<file path="src/rtl/wb_pkg.sv">
// Shared types and constants for the write-back buffer.
package wb_pkg;

  localparam int DEPTH    = 4;
  localparam int NUM_REGS = 14;
  localparam int DATA_W   = 8;

  typedef logic [3:0] reg_addr_t;

  // Pending-write record at the default data width.
  typedef struct packed {
    reg_addr_t         addr;
    logic [DATA_W-1:0] data;
  } wb_entry_t;

  // Register 0 is hard-wired and addresses at or above NUM_REGS do not exist.
  function automatic logic addr_writable(input reg_addr_t a);
    return (a != '0) && (int'(a) < NUM_REGS);
  endfunction

endpackage

</file>
<file path="src/rtl/wb_fifo.sv">
// Pending-write FIFO: entry storage, wrapping head/tail pointers and occupancy.
// The whole array is exposed so the parent can do its own forwarding match.
module wb_fifo
  import wb_pkg::*;
#(
  parameter  int n     = 8,
  parameter  int DEPTH = wb_pkg::DEPTH,
  localparam int PTR_W = (DEPTH > 1) ? $clog2(DEPTH) : 1,
  localparam int CNT_W = $clog2(DEPTH + 1)
) (
  input  logic                      clk,
  input  logic                      nreset,
  input  logic                      push_i,
  input  logic                      pop_i,
  input  logic                      flush_i,
  input  reg_addr_t                 push_addr_i,
  input  logic [n-1:0]              push_data_i,
  output logic [PTR_W-1:0]          head_o,
  output logic [CNT_W-1:0]          count_o,
  output reg_addr_t [DEPTH-1:0]     addr_o,
  output logic [DEPTH-1:0][n-1:0]   data_o
);

  logic [PTR_W-1:0]        head_q, head_d;
  logic [PTR_W-1:0]        tail_q, tail_d;
  logic [CNT_W-1:0]        cnt_q, cnt_d;
  reg_addr_t [DEPTH-1:0]   addr_q;
  logic [DEPTH-1:0][n-1:0] data_q;

  // Next pointer/count state; flush wins over any push or pop.
  always_comb begin
    head_d = head_q;
    tail_d = tail_q;
    cnt_d  = cnt_q;
    if (flush_i) begin
      head_d = '0;
      tail_d = '0;
      cnt_d  = '0;
    end else begin
      if (push_i) tail_d = tail_q + PTR_W'(1);
      if (pop_i)  head_d = head_q + PTR_W'(1);
      cnt_d = cnt_q + CNT_W'(push_i) - CNT_W'(pop_i);
    end
  end

  // Control state with asynchronous clear; storage stays unreset.
  always_ff @(posedge clk or negedge nreset) begin
    if (!nreset) begin
      head_q <= '0;
      tail_q <= '0;
      cnt_q  <= '0;
    end else begin
      head_q <= head_d;
      tail_q <= tail_d;
      cnt_q  <= cnt_d;
    end
  end

  // Write the new entry at the tail; contents are only meaningful while occupied.
  always_ff @(posedge clk) begin
    if (push_i && !flush_i) begin
      addr_q[tail_q] <= push_addr_i;
      data_q[tail_q] <= push_data_i;
    end
  end

  assign head_o  = head_q;
  assign count_o = cnt_q;
  assign addr_o  = addr_q;
  assign data_o  = data_q;

endmodule

</file>
<file path="src/rtl/wb_writer.sv">
// Write-back buffer between execute and the register file, with operand
// forwarding from pending writes and a saturating count of discarded results.
module wb_writer
  import wb_pkg::*;
#(
  parameter  int n     = 8,
  parameter  int DEPTH = wb_pkg::DEPTH,
  localparam int PTR_W = (DEPTH > 1) ? $clog2(DEPTH) : 1,
  localparam int CNT_W = $clog2(DEPTH + 1)
) (
  input  logic         clk,
  input  logic         nreset,
  input  logic         in_valid,
  input  reg_addr_t    in_addr,
  input  logic [n-1:0] in_data,
  output logic         in_ready,
  input  logic         flush,
  input  logic         wr_hold,
  output logic         w,
  output reg_addr_t    wr_addr,
  output logic [n-1:0] Wdata,
  input  reg_addr_t    rd_addr1,
  input  reg_addr_t    rd_addr2,
  output logic         fwd_hit1,
  output logic         fwd_hit2,
  output logic [n-1:0] fwd_data1,
  output logic [n-1:0] fwd_data2,
  output logic [2:0]   count,
  output logic [7:0]   drop_cnt
);

  logic [PTR_W-1:0]        head;
  logic [CNT_W-1:0]        occ;
  reg_addr_t [DEPTH-1:0]   ent_addr;
  logic [DEPTH-1:0][n-1:0] ent_data;
  logic                    xfer, push, drop;
  logic [7:0]              drop_cnt_q, drop_cnt_d;
  logic [PTR_W-1:0]        slot;

  // Ready depends only on occupancy and flush, never on in_valid.
  assign in_ready = (occ < CNT_W'(DEPTH)) && !flush;
  assign xfer     = in_valid && in_ready;
  assign push     = xfer && addr_writable(in_addr);
  assign drop     = xfer && !addr_writable(in_addr);

  // Head entry goes straight to the register file port; a write pops it.
  assign w       = (occ != '0) && !wr_hold && !flush;
  assign wr_addr = ent_addr[head];
  assign Wdata   = ent_data[head];
  assign count   = 3'(occ);

  wb_fifo #(.n(n), .DEPTH(DEPTH)) u_fifo (
    .clk         (clk),
    .nreset      (nreset),
    .push_i      (push),
    .pop_i       (w),
    .flush_i     (flush),
    .push_addr_i (in_addr),
    .push_data_i (in_data),
    .head_o      (head),
    .count_o     (occ),
    .addr_o      (ent_addr),
    .data_o      (ent_data)
  );

  // Scan oldest to newest so the newest match overwrites older ones.
  always_comb begin
    fwd_hit1  = 1'b0;
    fwd_hit2  = 1'b0;
    fwd_data1 = '0;
    fwd_data2 = '0;
    slot      = '0;
    for (int i = 0; i < DEPTH; i++) begin
      slot = head + PTR_W'(i);
      if (!flush && (CNT_W'(i) < occ)) begin
        if ((rd_addr1 != '0) && (ent_addr[slot] == rd_addr1)) begin
          fwd_hit1  = 1'b1;
          fwd_data1 = ent_data[slot];
        end
        if ((rd_addr2 != '0) && (ent_addr[slot] == rd_addr2)) begin
          fwd_hit2  = 1'b1;
          fwd_data2 = ent_data[slot];
        end
      end
    end
  end

  // Saturating increment of the discarded-result counter.
  always_comb begin
    drop_cnt_d = drop_cnt_q;
    if (drop && (drop_cnt_q != 8'hFF)) drop_cnt_d = drop_cnt_q + 8'd1;
  end

  // Discard counter register; flush does not touch it.
  always_ff @(posedge clk or negedge nreset) begin
    if (!nreset) drop_cnt_q <= '0;
    else         drop_cnt_q <= drop_cnt_d;
  end

  assign drop_cnt = drop_cnt_q;

endmodule
</file>
<file path="config.mk">
export PLATFORM = sky130hd
export DESIGN_NAME = wb_writer
export DESIGN_NICKNAME = d
export VERILOG_FILES = /design/src/rtl/wb_pkg.sv /design/src/rtl/wb_fifo.sv /design/src/rtl/wb_writer.sv
export SDC_FILE = /design/constraint.sdc
export NUM_CORES = 1
export LEC_CHECK = 0
export CAP_MARGIN = 20
export CORE_MARGIN = 2
export CORE_UTILIZATION = 45
export DETAILED_ROUTE_END_ITERATION = 10
export PLACE_DENSITY = 0.76
export SLEW_MARGIN = 10
export SYNTH_ARGS = -nofsm -noshare
export SYNTH_HDL_FRONTEND = slang
export SYNTH_SLANG_ARGS = --single-unit
export TNS_END_PERCENT = 10
</file>
<file path="constraint.sdc">
create_clock -name clk -period 3.35 [get_ports clk]
set_input_delay 0.335 -clock clk [delete_from_list [all_inputs] [get_ports clk]]
set_output_delay 0.335 -clock clk [all_outputs]
set_load 0.03 [all_outputs]
</file>
== Yosys cells after proc, flatten, opt, wreduce, memory -nomap -nowiden ==
Cells that the tools add are included.

* Multipliers: 0
* Reductions and logical operators: 31
* Multiplexer cells: 59
* Bitwise operators: 0
* Order comparisons: 12
* Divide/modulo/power cells: 0
* Eq/ne operators: 9
* Shift-type cells: 0
* Add/subtract/negate cells: 7

{| class="wikitable"
|+ Operators with widths
! operator !! number
|-
| 8-bit 2-to-1 mux || 21
|-
| 8-bit binary-select mux with 2-bit select || 4
|-
| 4-bit binary-select mux with 2-bit select || 4
|-
| 32-bit bitwise mux || 1
|-
| 4-bit == test || 8
|-
| 1-bit logical AND || 22
|-
| 4-bit 2-to-1 mux || 5
|-
| 16-bit bitwise mux || 1
|-
| 8-bit demux with 2-bit select || 1
|-
| 1-bit 2-to-1 mux || 16
|-
| 2-bit by 3-bit < comparator with 1-bit output, second input constant || 5
|-
| 4-bit nonzero test || 3
|-
| 8-bit by 1-bit adder with 8-bit output, second input constant || 1
|-
| 4-bit demux with 2-bit select || 1
|-
| 2-bit 2-to-1 mux || 4
|-
| 8-bit != test, second input constant || 1
|-
| 1-bit by 3-bit < comparator with 1-bit output, first input constant || 2
|-
| 2-bit by 3-bit < comparator with 1-bit output, first input constant || 2
|-
| 2-bit by 1-bit adder with 2-bit output, second input constant || 2
|-
| 2-bit adder, second input constant || 2
|-
| 4-bit < comparator, second input constant || 1
|-
| 2-bit nonzero test || 2
|-
| 3-bit by 1-bit adder with 3-bit output || 1
|-
| 1-bit zero test || 3
|-
| 5 further kinds || 5
|}

* Latch bits: 0
* Logic and storage cells: 130
* Memory bits (writable): 0
* Memories: 0
* Bits of input ports: 25
* ROM bits: 0
* Output and inout bits: 43
* Flip-flop bits (word level): 63

== Logic depth before layout (Yosys ltp) ==
Gate-level depths: netlist of the first run.

* Depth after elaboration: 12
* Mapped depth: 10
* Depth with buffers taken out: 9

== Modules after synthesis ==
From an unflattened synthesis of the first run, not the netlist that was laid out.

* Cell total of the unflattened synthesis: 360
* Area total of the unflattened synthesis: 4337.9 µm²

{| class="wikitable"
|+ Modules (own cells, without submodules)
! module !! instances !! cells an instance !! area an instance (µm²) !! seq. area each (µm²)
|-
| wb_writer || 1 || 275 || 2478.6 || 200.2
|-
| wb_fifo || 1 || 85 || 1859.3 || 1616.6
|}

== Worst setup path before layout of the first run ==
OpenSTA, ideal clock, no wires.

* Kind: register to output
* Start: register u_fifo.head_q[0], in the netlist u_fifo.head_o[0]
* End: output port fwd_data1[6]
* Data required time: 3015 ps
* Arrival time: 2818 ps
* Slack: 197 ps
* Stages on the path, launching flop included: 10
* Buffers on the path: 3
* Cells stage by stage: dfrtp_1 buf_6 buf_2 mux4_2 or3_1 a211oi_1 o2111a_1 buf_2 a221oi_1 o22ai_1

* Cells in the longest elaborated chain, start to end: 12
* Elaborated cells on any way between the ends: 35
* Classes of those cells: 3 x add/sub; 4 x eq/ne; 24 x mux; 4 x reduce/logical

{| class="wikitable"
|+ RTL lines
! what !! RTL line !! source
|-
| from (decl) || wb_fifo.sv:24 || <nowiki>logic [PTR_W-1:0] head_q, head_d;</nowiki>
|-
| from (signal assigned) || wb_fifo.sv:49 || <nowiki>head_q <= '0;</nowiki>
|-
| from (signal assigned) || wb_fifo.sv:53 || <nowiki>head_q <= head_d;</nowiki>
|-
| branches (longest 11 deep; another with 2-bit by 1-bit adder with 2-bit output) || - ||
|-
| 8-bit 2-to-1 mux (*) || wb_writer.sv:75 || <nowiki>if (!flush && (CNT_W'(i) < occ)) begin</nowiki>
|-
| to (decl) || wb_writer.sv:26 || <nowiki>output logic [n-1:0] fwd_data1,</nowiki>
|}

Every way passes the cells marked *. The select of a mux whose other input is x is not followed.

== Worst setup path in the final report of the first run ==
* Start: register u_fifo.head_q[0], in the netlist u_fifo.head_o[0]
* End: output port fwd_data1[2]

The elaborated chain is that of the path after synthesis.

==> flow_summary.json, run 1 <==
{
  "netlist_area_um2": 4350,
  "hold_buffers": 0,
  "setup_ws_ns": -0.141,
  "endpoint_kind": "primary output",
  "place_area_um2": 5300,
  "grt_max_degree": 26,
  "p_leak_nw": 2.03,
  "relSlewSlack_pct": 50.8,
  "cts.sinks": 63,
  "synthFlopType": "edfxtp_1",
  "cts_max_level": 3,
  "synth_most_common_cell": "edfxtp_1",
  "outcome": "complete, but fails checks",
  "crit_family": "buffers and inverters",
  "hold_viol": 0,
  "grt_pass1_vias": 3634,
  "syn_avg_cell_area_um2": 11.8,
  "max_freq_ghz": 0.286,
  "vias": 3628,
  "place_congestion": 0.933,
  "detail_route.wl_per_cell_um": 19.8,
  "crit_type": "flip-flop to primary output",
  "final_core_util_pct": 62.3,
  "core_area_um2": 9330,
  "clk_latency_ns": 0.33,
  "cts_tree": "yes",
  "cp-start-kind": "flip-flop",
  "synthCells": 367,
  "rows": 35,
  "path_cells": "buf_6 > buf_6 > mux4_2 > buf_6 > xor2_1 > or4_4 > a211oi_2 > buf_6 > a221oi_2 > o22ai_1 > buf_4",
  "boundaryPins": 68,
  "grtUsageMet1_pct": 28.1,
  "slew_violations": 0,
  "areaGrowthSynthToFinish_pct": 33.6,
  "peakVddDrop_mv": 0.265,
  "grt_usage_pct": 22.3,
  "cp.buffers_inverters": 5,
  "grt_first_pass_wirelength_mm": 18.1,
  "yosys_register_bits": 63,
  "viasPerCell": 6.12,
  "final.fill_count": 718,
  "gr-usage-met2_pct": 39.1,
  "yosys-top-cells-area": "edfxtp_1 (33%), mux4_2 (15%), dfrtp_1 (8.6%), xnor2_1 (4.8%), a221oi_1 (3.0%)",
  "fp.dieW_um": 102,
  "violations": "negative setup slack",
  "yosysTopAreaCell": "edfxtp_1",
  "crit_slowest_cell": "mux4_2",
  "synth_top_area_share_pct": 33.2,
  "p_per_area_nw_per_um2": 574,
  "wl_mm": 11.7,
  "crit_top_cell": "buf_6",
  "postRouteAntennaNets": 0,
  "antenna_cells": 0,
  "cts_made_buffers": 9,
  "syn_nets": 402,
  "synth_commonest_cells": "edfxtp_1 (48), mux4_2 (29), nor2_1 (27), xnor2_1 (24), o21ai_0 (23)",
  "power_mw": 3.33,
  "ys_types": 49,
  "cts-root-buf": "clkbuf_8",
  "worst-endpoint-required_ns": 3.01,
  "clock_path_buffers": 2,
  "hp-class": "input port to asynchronous set/reset pin",
  "drt_iter0_markers": 280,
  "design_area_um2": 5810,
  "finalClockSkew_ns": 0.00857,
  "drive_above_1_share_pct": 31.7,
  "synth_enable_flop_cells": 48,
  "setup_viol": 13,
  "rsz0062_at_grt": "true",
  "drc_errors": 0,
  "synth-seq-area-share_pct": 41.8,
  "antenna_found_initial": 0,
  "period_needed_ns": 3.49,
  "dr.pass1.iters": 5,
  "arrival_ns": 3.16,
  "hpwl_mm": 8.24,
  "die_area_um2": 10500,
  "critical_path.max_stage_delay_ns": 0.51,
  "clkTransAtPathRegs_ns": 0.07,
  "numPortBuffers": 67,
  "nets": 494,
  "fp.dieH_um": 102,
  "maxCapViolCount": 0,
  "post-route-period-util_pct": 104,
  "overflow": 0,
  "yosys_warnings": 0,
  "met3_usage_pct": 3.08,
  "worstPathMaxFanout": 8,
  "setup_tns_ns": -0.904,
  "top_usage_layer": "met2",
  "synthArstFlopShare_pct": 23.8,
  "worst_pin_slew_ns": 0.738,
  "initial_utilization_pct": 46.6
}
[registers in the layout, summed over array words and instances, names as in the netlist]
signal,count
u_fifo.count_o,3
u_fifo.data_o,32
u_fifo.tail_q,2
drop_cnt,8
u_fifo.addr_o,16
u_fifo.head_o,2
[area by class of cell]
type	instances	area, µm²	area share (%)
Clock buffer	9	124	2.13
Timing Repair Buffer	109	1030	17.7
Multi-Input combinational cell	266	2540	43.8
Sequential cell	63	1820	31.3
Clock inverter	7	96.3	1.66
Tap cell	129	161	2.78
Inverter	10	37.5	0.646
[power breakdown]
part,internal [mW],switching [mW]
Combinational,0.777,0.872
Clock,0.420,0.301
Sequential,0.900,0.0628
[metrics by stage]
stage	cells	worst slack (ns)	hold slack, ns
floorplan	367	0.197	0.0394
detailed placement	565	-0.0534	0.495
global placement	565	-0.0453	0.491
finish	593	-0.141	0.420
global route	593	-0.195	0.469
CTS	592	-0.0683	0.433
[layer usage]
metal	share of wire (%)	vias to the layer above	wire, µm
met5	0	-	0
met4	3.4	0	395
met3	6.1	46	720
met2	51	185	5980
met1	40	1769	4650
li1	-	1628	-
[cells by family after synthesis]
logic type | count (synthesis) | share of synthesized area [%]
fa+ha+maj | 10 | 3.05
simple gates | 85 | 9.41
flops | 63 | 41.8
compound gates | 83 | 13.9
buf+inv | 39 | 3.77
xor+xnor | 35 | 7.05
mux | 52 | 21.0
[cell usage in the layout (no fill, tap or decap), types with 10 or more instances in the layout]
cell type / n
a221oi_2: 11
buf_4: 39
buf_6: 11
clkdlybuf4s50_1: 49
dfrtp_1: 13
edfxtp_1: 48
mux2_2: 10
mux2i_1: 12
mux4_2: 29
nand2_1: 19
nor2_1: 27
o21ai_0: 22
o22ai_1: 11
xnor2_1: 24
xor2_1: 10
[timing repair]
| item | CTS | global route |
|---|---|---|
| cloned | 1 | 0 |
| resized for setup | 42 | 48 |
| buffers inserted | 10 | 1 |
| setup endpoints to repair | 16 | 17 |
| pin swaps | 13 | 15 |
[final timing paths]
path	from	to	slack, ns	cells after the start
setup / recovery	u_fifo.head_o[0]	fwd_data1[2]	-0.14	11
hold / removal	nreset	drop_cnt[6]	0.42	1
setup reg to reg	u_fifo.count_o[2]	u_fifo.addr_o[14]	1.19	4
hold reg to reg	drop_cnt[6]	drop_cnt[6]	0.50	1
max in group asynchronous	nreset	u_fifo.head_o[0]	2.45	1
min in group clk	drop_cnt[6]	drop_cnt[6]	0.50	1
Power figures use the tool's default switching activity.
==> run 2: changes to the inputs <==
- SKIP_CTS_REPAIR_TIMING: unset -> 1
- SLEW_MARGIN: 10 -> 20
- clock period: 3.35 -> 3.3 ns (I/O delays scaled with it)
==> flow_summary.json, run 2 (same netlist as run 1, synthesis figures left out) <==
{
  "die_area_um2": 10500,
  "numPortBuffers": 67,
  "initial_utilization_pct": 46.6,
  "rsz0062_at_grt": "true",
  "top_layer": "met4",
  "hp-class": "input port to asynchronous set/reset pin",
  "peakVddDrop_mv": 0.394,
  "p_sw_share_pct": 36.5,
  "rr_startpoint": "u_fifo.count_o[2]",
  "detail_route.wl_per_cell_um": 18.3,
  "period_needed_ns": 3.48,
  "fp.dieH_um": 102,
  "relSlewSlack_pct": 52.2,
  "crit_top_cell": "buf_4",
  "fp.dieW_um": 102,
  "vias": 3535,
  "grt_max_degree": 26,
  "worstPathMaxFanout": 8,
  "crit_slowest_cell": "mux4_2",
  "drc_errors": 0,
  "p_leak_nw": 2.00,
  "grt_pass1_vias": 3371,
  "drive_above_1_share_pct": 28.1,
  "grt_usage_pct": 20.6,
  "crit_type": "flip-flop to primary output",
  "areaGrowthSynthToFinish_pct": 30.1,
  "setup_tns_ns": -1.17,
  "overflow": 0,
  "final_core_util_pct": 60.6,
  "power.net_switching_mw": 1.20,
  "endpoint_kind": "primary output",
  "combPwrFrac_pct": 47.4,
  "regToRegSetupSlack_ns": 1.21,
  "cts_tree": "yes",
  "viasPerCell": 5.94,
  "wl_mm": 10.9,
  "antenna_found_initial": 0,
  "cts_made_buffers": 9,
  "pwr-share-clk_pct": 22.9,
  "cp-start-kind": "flip-flop",
  "largest_reg_flops": 32,
  "hpwl_mm": 8.04,
  "cts.sinks": 63,
  "drt_iter0_markers": 343,
  "wl_met3_um": 706,
  "clk_latency_ns": 0.34,
  "slew_violations": 0,
  "critical_path.max_stage_delay_ns": 0.49,
  "cts_max_level": 3,
  "boundaryPins": 68,
  "rows": 35,
  "worst_pin_slew_ns": 0.715,
  "setup_ws_ns": -0.185,
  "violations": "negative setup slack",
  "max_freq_ghz": 0.287,
  "nets": 496,
  "power_frac_seq_pct": 29.7,
  "met1Wirelength_mm": 4.45,
  "core_area_um2": 9330,
  "post-route-period-util_pct": 106,
  "worst-endpoint-required_ns": 2.97,
  "met2_length_mm": 5.47,
  "critPathLaunch": "u_fifo.head_o[0]",
  "most-common-layout-cells": "buf_4 (50), clkdlybuf4s50_1 (49), edfxtp_1 (48)",
  "outcome": "complete, but fails checks",
  "clkTransAtPathRegs_ns": 0.08,
  "final_common_cell": "buf_4",
  "dr.pass1.iters": 5,
  "p_per_area_nw_per_um2": 580,
  "hold_viol": 0,
  "final.fill_count": 733,
  "postRouteAntennaNets": 0,
  "maxCapViolCount": 0,
  "arrival_ns": 3.15,
  "setup_viol": 15,
  "place_congestion": 0.904,
  "path_cells": "buf_4 > mux4_2 > or3_4 > a2111oi_4 > a211oi_4 > buf_4 > a221oi_2 > o22ai_1 > buf_4",
  "p_int_mw": 2.09,
  "grt_first_pass_wirelength_mm": 16.6,
  "finalClockSkew_ns": 0.00935,
  "clock_path_buffers": 2,
  "cts-root-buf": "clkbuf_8",
  "antenna_cells": 0
}
-- run 2: cell count changes in the layout (fill, tap and decap cells not counted), sizes merged --
cell,change
clkbuf,+4
buf,-3
clkinvlp,-1
dlymetal6s2s,+1
inv,+1
-- run 2: critical path, delay by kind of cell, from the launching register on --
family	cells	cell delay (ns)
AO/OA/AOI/OAI	4	1.03
buffers and inverters	3	0.52
flip-flops	1	0.41
multiplexers	1	0.49
AND/OR/NAND/NOR	1	0.39
-- run 2: worst paths after layout --
check | endpoint | cells past startpoint
setup / recovery | fwd_data2[7] | 9
hold / removal | u_fifo.count_o[0] | 1
setup reg to reg | u_fifo.addr_o[7] | 5
hold reg to reg | drop_cnt[7] | 1
max in group asynchronous | u_fifo.head_o[0] | 1
min in group clk | drop_cnt[7] | 1
-- run 2: power by group through the flow --
| stage | logic (mW) | clock network, mW | registers, mW |
|---|---|---|---|
| floorplan | 0.954 | 0 | 1.03 |
| global placement | 1.43 | 0 | 0.990 |
| detailed placement | 1.46 | 0 | 0.995 |
| CTS | 1.46 | 0.764 | 0.978 |
| global route | 1.67 | 0.795 | 0.985 |
| finish | 1.56 | 0.753 | 0.974 |
-- run 2: routing by layer --
metal | vias up | track usage [%]
met4 | 0 | 10.8
met3 | 28 | 2.87
li1 | 1627 | -
met5 | - | 0
met2 | 167 | 34.1
met1 | 1713 | 26.6
-- run 2: metrics by stage --
step | power, mW | area, µm² | hold WS (ns) | instances | setup WS [ns]
after floorplan | 1.99 | 4350 | 0.0344 | 367 | 0.152
after global placement | 2.42 | 5320 | 0.493 | 570 | 0.0358
after detailed placement | 2.45 | 5320 | 0.495 | 570 | -0.0158
after CTS | 3.21 | 5550 | 0.422 | 586 | -0.399
after global routing | 3.45 | 5660 | 0.450 | 595 | -0.302
final | 3.28 | 5660 | 0.417 | 595 | -0.185
-- run 2: area by class of cell --
| cell class | count | area, µm² | area share (%) |
|---|---|---|---|
| clock inverters | 7 | 105 | 1.86 |
| well taps | 129 | 161 | 2.85 |
| inverters | 10 | 37.5 | 0.664 |
| multi-input cells | 266 | 2410 | 42.6 |
| flip-flops and latches | 63 | 1820 | 32.2 |
| repair buffers | 111 | 997 | 17.6 |
| clock buffers | 9 | 124 | 2.19 |
==> run 3: changes to the inputs <==
- TNS_END_PERCENT: 10 -> unset
==> flow_summary.json, run 3 (same netlist as run 1, synthesis figures left out) <==
{
  "violations": "negative setup slack",
  "vias": 3544,
  "worst-endpoint-required_ns": 2.97,
  "path_cells": "buf_4 > mux4_2 > or3_4 > a2111oi_4 > a211oi_4 > buf_4 > a221oi_2 > o22ai_1 > buf_4",
  "instances_no_fill": 600,
  "fp.dieW_um": 102,
  "peakVddDrop_mv": 0.394,
  "p_leak_nw": 2.02,
  "final.fill_count": 725,
  "whs_ns": 0.415,
  "dp_cells": 570,
  "rows": 35,
  "drt_iter0_markers": 419,
  "dr.pass1.iters": 5,
  "period_needed_ns": 3.49,
  "relSlewSlack_pct": 52.0,
  "final_common_cell": "buf_4",
  "overflow": 0,
  "postRouteAntennaNets": 0,
  "crit_type": "flip-flop to primary output",
  "antenna_found_initial": 0,
  "most-common-layout-cells": "buf_4 (57), clkdlybuf4s50_1 (49), edfxtp_1 (48)",
  "cts_made_buffers": 9,
  "grt_max_degree": 26,
  "rsz0062_at_grt": "true",
  "wl_mm": 11.0,
  "setup_ws_ns": -0.192,
  "nets": 501,
  "areaGrowthSynthToFinish_pct": 31.6,
  "arrival_ns": 3.16,
  "critical_path.max_stage_delay_ns": 0.49,
  "maxCapViolCount": 0,
  "numPortBuffers": 67,
  "crit_slowest_cell": "mux4_2",
  "max_freq_ghz": 0.286,
  "grt_pass1_vias": 3371,
  "drive_above_1_share_pct": 29.9,
  "clock_path_buffers": 2,
  "endpoint_kind": "primary output",
  "die_area_um2": 10500,
  "outcome": "complete, but fails checks",
  "initial_utilization_pct": 46.6,
  "largest_reg_flops": 32,
  "hold_viol": 0,
  "p_per_area_nw_per_um2": 579,
  "setup_viol": 16,
  "fp.dieH_um": 102,
  "crit_top_cell": "buf_4",
  "power_mw": 3.31,
  "core_area_um2": 9330,
  "worst_pin_slew_ns": 0.717,
  "post-route-period-util_pct": 106,
  "cts_tree": "yes",
  "slew_violations": 0,
  "viasPerCell": 5.91,
  "finalClockSkew_ns": 0.00933,
  "detail_route.wl_per_cell_um": 18.3,
  "cts-root-buf": "clkbuf_8",
  "place_congestion": 0.904,
  "grt_usage_pct": 20.6,
  "hpwl_mm": 8.04,
  "cts_max_level": 3,
  "setup_tns_ns": -1.30,
  "drc_errors": 0,
  "cp-start-kind": "flip-flop",
  "cts.sinks": 63,
  "grt_first_pass_wirelength_mm": 16.6,
  "clk_latency_ns": 0.34,
  "antenna_cells": 0,
  "clkTransAtPathRegs_ns": 0.08,
  "hp-class": "input port to asynchronous set/reset pin",
  "boundaryPins": 68,
  "worstPathMaxFanout": 8
}
[run 3: worst max-delay path: cells and delay by family (launching register included)]
kind | cells | cell delay, ns
AO/OA/AOI/OAI | 4 | 1.03
AND/OR/NAND/NOR | 1 | 0.39
multiplexers | 1 | 0.49
buffers and inverters | 3 | 0.52
flip-flops | 1 | 0.41
[run 3: power breakdown]
part	leakage (nW)	internal [mW]	switching, mW
registers	0.633	0.913	0.0600
clock network	0.112	0.435	0.319
logic	1.28	0.758	0.828
total	2.02	2.11	1.21
[run 3: cell type report]
class	count	area (µm²)	area share, %
Inverter	10	37.5	0.656
Sequential cell	63	1820	31.8
Timing Repair Buffer	116	1040	18.2
Tap cell	129	161	2.82
Clock inverter	7	105	1.84
Multi-Input combinational cell	266	2430	42.5
Clock buffer	9	124	2.17
[run 3: through the flow]
stage	util [%]	setup WS, ns	cell area (µm²)
final	61.3	-0.192	5720
after global routing	61.3	-0.303	5720
after CTS	59.5	-0.399	5550
after detailed placement	57.0	-0.0158	5320
after global placement	57.0	0.0358	5320
after floorplan	-	0.152	4350
[run 3: routing by layer]
metal / GRT usage (%) / vias up / part of all wire, %
met5: 0 / - / 0
met4: 10.8 / 0 / 2.6
met3: 2.87 / 32 / 5.8
met2: 34.1 / 137 / 50
met1: 26.6 / 1738 / 42
li1: - / 1637 / -
[run 3: final timing paths]
check | start | end | slack [ns] | cells after the start
min in group clk | drop_cnt[7] | drop_cnt[7] | 0.50 | 1
worst min-delay path | nreset | u_fifo.count_o[0] | 0.41 | 1
worst max register to register | u_fifo.count_o[2] | u_fifo.addr_o[7] | 1.21 | 5
worst min register to register | drop_cnt[7] | drop_cnt[7] | 0.50 | 1
max in group asynchronous | nreset | u_fifo.head_o[0] | 2.38 | 1
worst max-delay path | u_fifo.head_o[0] | fwd_data2[7] | -0.19 | 9
